**config.mk**
```make
export PLATFORM = sky130hd
export DESIGN_NAME = ones_run_reporter
export DESIGN_NICKNAME = d
export VERILOG_FILES = /design/src/rtl/ones_run_pkg.sv /design/src/rtl/run_rpt_fifo.sv /design/src/rtl/ones_run_reporter.sv
export SDC_FILE = /design/constraint.sdc
export NUM_CORES = 1
export LEC_CHECK = 0
export CORE_ASPECT_RATIO = 1.1
export CORE_MARGIN = 5
export CORE_UTILIZATION = 29
export CTS_BUF_LIST = sky130_fd_sc_hd__clkbuf_8
export CTS_CLUSTER_DIAMETER = 30
export DETAILED_ROUTE_END_ITERATION = 8
export PLACE_DENSITY = 0.52
export SETUP_SLACK_MARGIN = 0.2
export SYNTH_ARGS = -nofsm -noshare
export SYNTH_HDL_FRONTEND = slang
export SYNTH_SLANG_ARGS = --single-unit
```
**constraint.sdc**
```tcl
create_clock -name clk -period 2.7 [get_ports clk]
set_clock_uncertainty 0.05 [all_clocks]
set_input_delay 0.27 -clock clk [delete_from_list [all_inputs] [get_ports clk]]
set_output_delay 0.27 -clock clk [all_outputs]
set_load 0.03 [all_outputs]
```
**src/rtl/ones_run_pkg.sv**
```systemverilog
`default_nettype none
// ============================================================================
// Module   : ones_run_pkg
// Purpose  : Shared constants and report record for the ones-run reporter.
//            LEN_W_DEF is the default run-length width, LEN_MAX the saturated
//            count at that width, run_rpt_t the {sat, len} report layout.
// Revision : 1.0 - initial release
// ============================================================================
package ones_run_pkg;

    localparam int LEN_W_DEF = 8;

    localparam logic [LEN_W_DEF-1:0] LEN_MAX = '1;

    typedef struct packed {
        logic                 sat;
        logic [LEN_W_DEF-1:0] len;
    } run_rpt_t;

endpackage
`default_nettype wire

```
**src/rtl/run_rpt_fifo.sv**
```systemverilog
`default_nettype none
// ============================================================================
// Module   : run_rpt_fifo
// Purpose  : Synchronous first-word-fall-through FIFO for run reports.
//            The head entry is visible on o_head whenever the FIFO is
//            non-empty; o_head reads zero while empty.
// Ports    : clk       - clock, rising edge
//            rst       - asynchronous reset, active-low
//            i_push    - write i_data (ignored when full unless popping)
//            i_data    - report to write
//            i_pop     - remove head entry (ignored when empty)
//            o_head    - head entry, zero when empty
//            o_full    - DEPTH entries stored
//            o_empty   - no entries stored
//            o_count   - number of stored entries
// Revision : 1.0 - initial release
// ============================================================================
module run_rpt_fifo #(
    parameter int W     = 9,
    parameter int DEPTH = 4
) (
    input  logic                     clk,
    input  logic                     rst,
    input  logic                     i_push,
    input  logic [W-1:0]             i_data,
    input  logic                     i_pop,
    output logic [W-1:0]             o_head,
    output logic                     o_full,
    output logic                     o_empty,
    output logic [$clog2(DEPTH):0]   o_count
);

    localparam int              c_AW   = $clog2(DEPTH);
    localparam logic [c_AW:0]   c_FULL = (c_AW+1)'(DEPTH);

    logic [W-1:0]    r_mem [DEPTH];
    logic [c_AW-1:0] r_wr_ptr;
    logic [c_AW-1:0] r_rd_ptr;
    logic [c_AW:0]   r_count;

    logic            w_full;
    logic            w_empty;
    logic            w_do_push;
    logic            w_do_pop;

    assign w_full    = (r_count == c_FULL);
    assign w_empty   = (r_count == '0);
    assign w_do_pop  = i_pop & ~w_empty;
    // A full FIFO still accepts a write when the head leaves on the same
    // edge: the freed slot is the one the write pointer already addresses.
    assign w_do_push = i_push & (~w_full | w_do_pop);

    always_ff @(posedge clk or negedge rst) begin
        if (!rst) begin
            r_wr_ptr <= '0;
            r_rd_ptr <= '0;
            r_count  <= '0;
        end else begin
            if (w_do_push) begin
                r_wr_ptr <= r_wr_ptr + 1'b1;
            end
            if (w_do_pop) begin
                r_rd_ptr <= r_rd_ptr + 1'b1;
            end
            if (w_do_push && !w_do_pop) begin
                r_count <= r_count + 1'b1;
            end else if (w_do_pop && !w_do_push) begin
                r_count <= r_count - 1'b1;
            end
        end
    end

    // Storage needs no reset: entries are only ever read while counted.
    always_ff @(posedge clk) begin
        if (w_do_push) begin
            r_mem[r_wr_ptr] <= i_data;
        end
    end

    assign o_head  = w_empty ? '0 : r_mem[r_rd_ptr];
    assign o_full  = w_full;
    assign o_empty = w_empty;
    assign o_count = r_count;

endmodule
`default_nettype wire

```
**src/rtl/ones_run_reporter.sv**
```systemverilog
`default_nettype none
// ============================================================================
// Module   : ones_run_reporter
// Purpose  : Measures each run of 1s on x and queues one {sat, len} report
//            for every run during which the detector flag z was high.
//            Reports drain over a valid/ready interface.
// Ports    : clk       - clock, rising edge
//            rst       - asynchronous reset, active-low
//            x         - serial bit stream
//            z         - detector flag, only meaningful while x=1
//            m_valid   - report available
//            m_ready   - consumer accepts report
//            m_len     - run length of head report (zero when empty)
//            m_sat     - head report length saturated
//            drop_cnt  - dropped report count (DROP_COUNT_EN only)
// Config   : DROP_COUNT_EN - adds drop_cnt, a saturating count of reports
//            lost to a full FIFO; without it drops are silent.
// Revision : 1.0 - initial release
// ============================================================================
module ones_run_reporter
    import ones_run_pkg::*;
#(
    parameter int LEN_W = LEN_W_DEF,
    parameter int DEPTH = 4
) (
    input  logic             clk,
    input  logic             rst,
    input  logic             x,
    input  logic             z,
    output logic             m_valid,
    input  logic             m_ready,
    output logic [LEN_W-1:0] m_len,
    output logic             m_sat
`ifdef DROP_COUNT_EN
    ,
    output logic [7:0]       drop_cnt
`endif
);

    localparam int               c_CW      = $clog2(DEPTH) + 1;
    localparam logic [LEN_W-1:0] c_LEN_MAX = '1;

    typedef struct packed {
        logic             sat;
        logic [LEN_W-1:0] len;
    } rpt_t;

    logic [LEN_W-1:0] r_run_len;
    logic             r_sat;
    logic             r_flag;

    logic             w_run_end;
    logic             w_push;
    logic             w_pop;
    logic             w_full;
    logic             w_empty;
    logic [c_CW-1:0]  w_count;
    rpt_t             w_rpt_in;
    rpt_t             w_rpt_head;

    // Run tracking. The flag only accumulates z while x=1, so a z pulse on
    // the run-ending 0 cannot promote an unflagged run.
    always_ff @(posedge clk or negedge rst) begin
        if (!rst) begin
            r_run_len <= '0;
            r_sat     <= 1'b0;
            r_flag    <= 1'b0;
        end else if (x) begin
            if (r_run_len != c_LEN_MAX) begin
                r_run_len <= r_run_len + 1'b1;
            end
            if (r_run_len >= c_LEN_MAX - 1'b1) begin
                r_sat <= 1'b1;
            end
            r_flag <= r_flag | z;
        end else begin
            r_run_len <= '0;
            r_sat     <= 1'b0;
            r_flag    <= 1'b0;
        end
    end

    assign w_run_end    = ~x & (r_run_len != '0);
    assign w_push       = w_run_end & r_flag;
    assign w_pop        = m_ready & ~w_empty;
    assign w_rpt_in.sat = r_sat;
    assign w_rpt_in.len = r_run_len;

    run_rpt_fifo #(
        .W     ($bits(rpt_t)),
        .DEPTH (DEPTH)
    ) u_fifo (
        .clk     (clk),
        .rst     (rst),
        .i_push  (w_push),
        .i_data  (w_rpt_in),
        .i_pop   (w_pop),
        .o_head  (w_rpt_head),
        .o_full  (w_full),
        .o_empty (w_empty),
        .o_count (w_count)
    );

    assign m_valid = (w_count != '0);
    assign m_len   = w_rpt_head.len;
    assign m_sat   = w_rpt_head.sat;

`ifdef DROP_COUNT_EN
    logic       w_drop;
    logic [7:0] r_drop_cnt;

    // A push into a full FIFO only loses data when the head is not leaving
    // on the same edge.
    assign w_drop = w_push & w_full & ~w_pop;

    always_ff @(posedge clk or negedge rst) begin
        if (!rst) begin
            r_drop_cnt <= '0;
        end else if (w_drop && (r_drop_cnt != 8'hFF)) begin
            r_drop_cnt <= r_drop_cnt + 8'd1;
        end
    end

    assign drop_cnt = r_drop_cnt;
`endif

endmodule
`default_nettype wire

```
# Word level (Yosys, flattened, before mapping)
# Memories as Yosys holds them, arrays and structs flattened.
# Index checks and enable logic that the tools add are counted.
# totals
elab_cells,45
in_bits,5
register_bits,17
memories,1
mem_bits_rw,36
# classes
n_addsub,5
n_mux,10
n_reduce_logical,8
n_bitwise,10
eq_ne,4
magnitude_cmp,1
# memory_table
name,depth,word_bits,rd,rd_ports_with_merged_regs,wr,line_no,text
u_fifo.r_mem,4,9,1,0,1,run_rpt_fifo.sv:36,logic [W-1:0] r_mem [DEPTH];
# ops
cell,count
two-way mux 8 bit,2
two-way mux 9 bit,1
adder 8 x 1 -> 8 bit (second input constant),1
greater-or-equal comparator 8 bit (second input constant),1
inequality test 8 bit (second input constant),1
nonzero test 8 bit,1
two-way mux 3 bit,2
bitwise AND 1 bit,5
two-way mux 1 bit,5
adder 2 x 1 -> 2 bit (second input constant),2
inequality test 2 x 1 -> 1 bit (second input constant),2
adder 3 x 1 -> 3 bit (second input constant),1
== test 3 bit (second input constant),1
zero test 3 bit,1
inverter 1 bit,3
nonzero test 3 bit,1
subtractor 3 x 1 -> 3 bit (second input constant),1
logical AND 1 bit,2
zero test 1 bit,2
bitwise OR 1 bit,2
nonzero test 2 bit,1

# Logic depth before layout (Yosys ltp)
# depth
ltp_word,10
ltp_mapped,10

# Cells and area by module
# Synthesis repeated with hierarchy kept, for this count alone.
# unflattened
cells_unflattened,152
area_unflattened_um2,2357.3
# modules_own_cells
mod,area_per_inst_um2,n_inst,seq_area_each_um2,cells_each
run_rpt_fifo,1783.0,1,1256.2,93
ones_run_reporter,574.3,1,250.2,59

# Worst setup path before layout
# No wires, ideal clock.
# synth_path
path_type,register -> register
from,reg r_run_len[0]
to,reg u_fifo.r_count[2] (netlist: u_fifo.o_count[2])
arrival_ns,2.192
stages_incl_launch_ff,11
required_time_ns,2.571
path_slack_ns,0.379
path_buffers,0
cell_sequence,dfrtp_1 > inv_1 > ha_1 > nor4b_4 > a211oi_4 > ha_1 > inv_1 > fa_1 > xor2_1 > nor2_1 > xor2_1
# synth_between
elab_chain_cells,7
# synth_lines
item,line_no,text
start: declaration,ones_run_reporter.sv:48,logic [LEN_W-1:0] r_run_len;
start signal: assignment,ones_run_reporter.sv:70,r_run_len <= r_run_len + 1'b1;
nonzero test 8 bit *,ones_run_reporter.sv:83,assign w_run_end = ~x & (r_run_len != '0);
bitwise AND 1 bit *,ones_run_reporter.sv:83,
bitwise AND 1 bit *,ones_run_reporter.sv:84,assign w_push = w_run_end & r_flag;
bitwise AND 1 bit *,run_rpt_fifo.sv:51,assign w_do_push = i_push & (~w_full | w_do_pop);
net u_fifo.w_do_push,run_rpt_fifo.sv:43,logic w_do_push;
zero test 1 bit,run_rpt_fifo.sv:67,end else if (w_do_pop && !w_do_push) begin
logical AND 1 bit,run_rpt_fifo.sv:67,
nonzero test 2 bit (no source line),n/a,
end signal: assignment,run_rpt_fifo.sv:66,r_count <= r_count + 1'b1;
end signal: assignment,run_rpt_fifo.sv:68,r_count <= r_count - 1'b1;
end: declaration,run_rpt_fifo.sv:39,logic [c_AW:0] r_count;
# The timed path passes the listed nets; every way through them passes the cells marked *.
# A chain may end at the register's enable or synchronous reset.

# Final worst setup path
# Same ends and word-level chain as after synthesis.

==> flow_summary.toml <==
[placement]
portBuffers = 14
dp_hpwl_mm = 2.94
place.gp.congestion = 0.787
dp_slack_ns = 0.255
numPlacedInstances = 271

[clocking]
clockBufferDepth = 2
cts-root-buf = "clkbuf_8"
cts_resized = 2
cts_inserted_buffers = 5
cts_tree = "built"
cts_setup_buffers = 0
path_clk_slew_ns = 0.09
clock_latency_ns = 0.29
cts_hold_buf = 0
cts.sinks = 53
htreeDepth = 2

[route]
drc = 0
num_vias = 1282
first_pass_iters = 4
wl_per_cell_um = 15.2
routed_wl_mm = 4.25
vias_per_cell = 4.59
ant_nets = 0
drt-initial-drc-count = 51

[power_and_ir_drop]
p_leak_nw = 1.09
cellPowerDensity_nw_per_um2 = 869
combinationalPowerShare_pct = 35.7
p_sw_w = 0.000764
vdd_drop_max_mv = 0.218
clkPwrFrac_pct = 21.0
swShare_pct = 31.8
p_seq_share_pct = 43.3
p_total_w = 0.00240
internal_power_w = 0.00164

[cells_and_area]
layout_common_cells = "36 x edfxtp_1, 16 x dfrtp_1, 9 x mux4_2, 9 x and2_1"
fin_cells = 279
final_common_cell = "edfxtp_1"
finalNetCount = 184
area_growth_pct = 17.4
num_antenna_cells = 0
drive_gt1_share_pct = 19.3

[logic_synthesis]
ys_seq_area_share_pct = 64.0
synthArstFlopShare_pct = 32.1
synth-main-ff-cell = "edfxtp_1"
syn_avg_cell_area_um2 = 15.8
syn_nets = 163
syn_area_um2 = 2350
synth_cells = 149
synth_warnings = 0
synth-edff-count = 36
synth-seq-cells = 53
synth_cell_types = 36

[critical_path]
crit_type = "flop to flop"
critPathMaxStageDelay_ns = 0.44
crit_path_max_fanout = 9
crit_required_ns = 2.86
endpoint_kind = "flop"
slowest_stage = "dfrtp_2"
crit_chain = "inv_1 > ha_1 > nor4b_4 > a211oi_4 > ha_1 > inv_1 > fa_1 > xor2_1 > nor2_1 > xor2_1"
critPathArrivalTime_ns = 2.53
worstSetupStartpointType = "flop"

[floorplan]
die_width_um = 95.9
die_h_um = 104
core-area_um2 = 7910
dieArea_um2 = 10000
start_util_pct = 29.7
pin_count = 15
row_count = 34

[sta]
maxSlewHeadroom_pct = 46.1
worst_slack_ns = 0.335
fin_crit_ns = 2.37
rsz0062_at_grt = "true"
fin_crit_sh_pct = 87.6
fmax_ghz = 0.423
fin_tns_setup_ns = 0
finalSetupViolations = 0
worstMarginPinSlew_ns = 0.806
finalHoldViolCount = 0
drv_slew = 0

[flow_run]
drv_cap = 0

[run_status]
status = "complete, no violations"

[global_routing]
grt_overflow_total = 0
grt_pass1_wl_mm = 7.20
track_usage_pct = 9.42
antenna_found_initial = 0
grt_pass1_vias = 1387
grt_max_degree = 18

[min_path]
min_path_type = "primary input to asynchronous set/reset pin"
-- registers in the layout, summed over array words and instances (netlist names) --
register	flops
u_fifo.r_wr_ptr	2
u_fifo.r_mem	36
r_sat	1
r_flag	1
u_fifo.o_count	3
u_fifo.r_rd_ptr	2
r_run_len	8
-- Yosys cell counts (2+ instances only) --
master / count / area share [%]
a31oi_1: 3 / 0.80
buf_2: 3 / 0.64
o2111ai_1: 2 / 0.74
and2_2: 4 / 1.3
nor2_1: 4 / 0.64
edfxtp_1: 36 / 46
xor2_1: 2 / 0.74
inv_1: 7 / 1.1
and3_2: 2 / 0.64
and2_1: 9 / 2.4
ha_1: 8 / 4.3
nand4_1: 2 / 0.53
nand2_1: 5 / 0.80
mux4_2: 9 / 8.6
dfrtp_1: 17 / 18
nand2b_1: 2 / 0.53
a21oi_1: 4 / 0.85
nand3_1: 4 / 0.85
o21ai_0: 4 / 0.85
nor3_1: 3 / 0.64
xnor2_1: 4 / 1.5
-- layer usage --
layer	part of all wire [%]	GRT usage, %	wire [um]	vias up
met5	0	0	0	-
met4	1.9	3.96	80	0
met3	2.8	1.81	117	6
met2	53	16.1	2240	30
met1	43	11.4	1810	650
li1	-	-	-	596
-- kinds of logic after synthesis --
group | after synthesis | synth area share [%]
flip-flops | 53 | 64.0
buffers and inverters | 12 | 2.23
AO/OA/AOI/OAI | 16 | 4.84
XOR/XNOR | 6 | 2.23
multiplexers | 12 | 10.2
AND/OR/NAND/NOR | 41 | 11.4
adder cells (fa/ha/maj) | 9 | 5.11
-- worst max-delay path, delay by kind of cell (launching register included) --
kind	cells	cell delay (ns)
flip-flops	1	0.44
adder cells (fa/ha/maj)	3	0.79
buffers and inverters	2	0.16
AND/OR/NAND/NOR	2	0.25
XOR/XNOR	2	0.35
AO/OA/AOI/OAI	1	0.23
-- cell type report --
| cell class | count | area [um^2] |
|---|---|---|
| tap | 108 | 135 |
| clock buffer | 5 | 68.8 |
| fill | 793 | 5150 |
| multi-input combinational | 84 | 793 |
| sequential | 53 | 1510 |
| clock inverter | 3 | 37.5 |
| inverter | 7 | 26.3 |
| timing repair buffer | 19 | 193 |
-- power groups by stage --
stage / clock [W] / sequential [W] / combinational (W)
global route: 0.000559 / 0.00106 / 0.000939
floorplan: 0 / 0.00102 / 0.000633
finish: 0.000504 / 0.00104 / 0.000857
CTS: 0.000530 / 0.00104 / 0.000892
detailed placement: 0 / 0.00106 / 0.000906
global placement: 0 / 0.00105 / 0.000887
-- worst paths after layout --
kind / start / end / slack [ns] / depth (start not counted)
worst max register to register: r_run_len[0] / u_fifo.o_count[2] / 0.33 / 10
min in group clk: r_flag / r_flag / 0.46 / 2
worst min register to register: r_flag / r_flag / 0.46 / 2
max in group asynchronous: rst / r_run_len[0] / 1.66 / 1
worst min-delay path: rst / u_fifo.r_rd_ptr[0] / 0.39 / 1
worst max-delay path: r_run_len[0] / u_fifo.o_count[2] / 0.33 / 10
-- stage by stage --
stage / hold slack [ns] / area (um^2) / util, %
after floorplan: -0.0756 / 2350 / -
after global placement: 0.416 / 2640 / 33.3
after detailed placement: 0.448 / 2640 / 33.3
after CTS: 0.409 / 2740 / 34.7
after global routing: 0.460 / 2760 / 34.9
final: 0.385 / 2760 / 34.9
(Power assumes the default switching activity.)
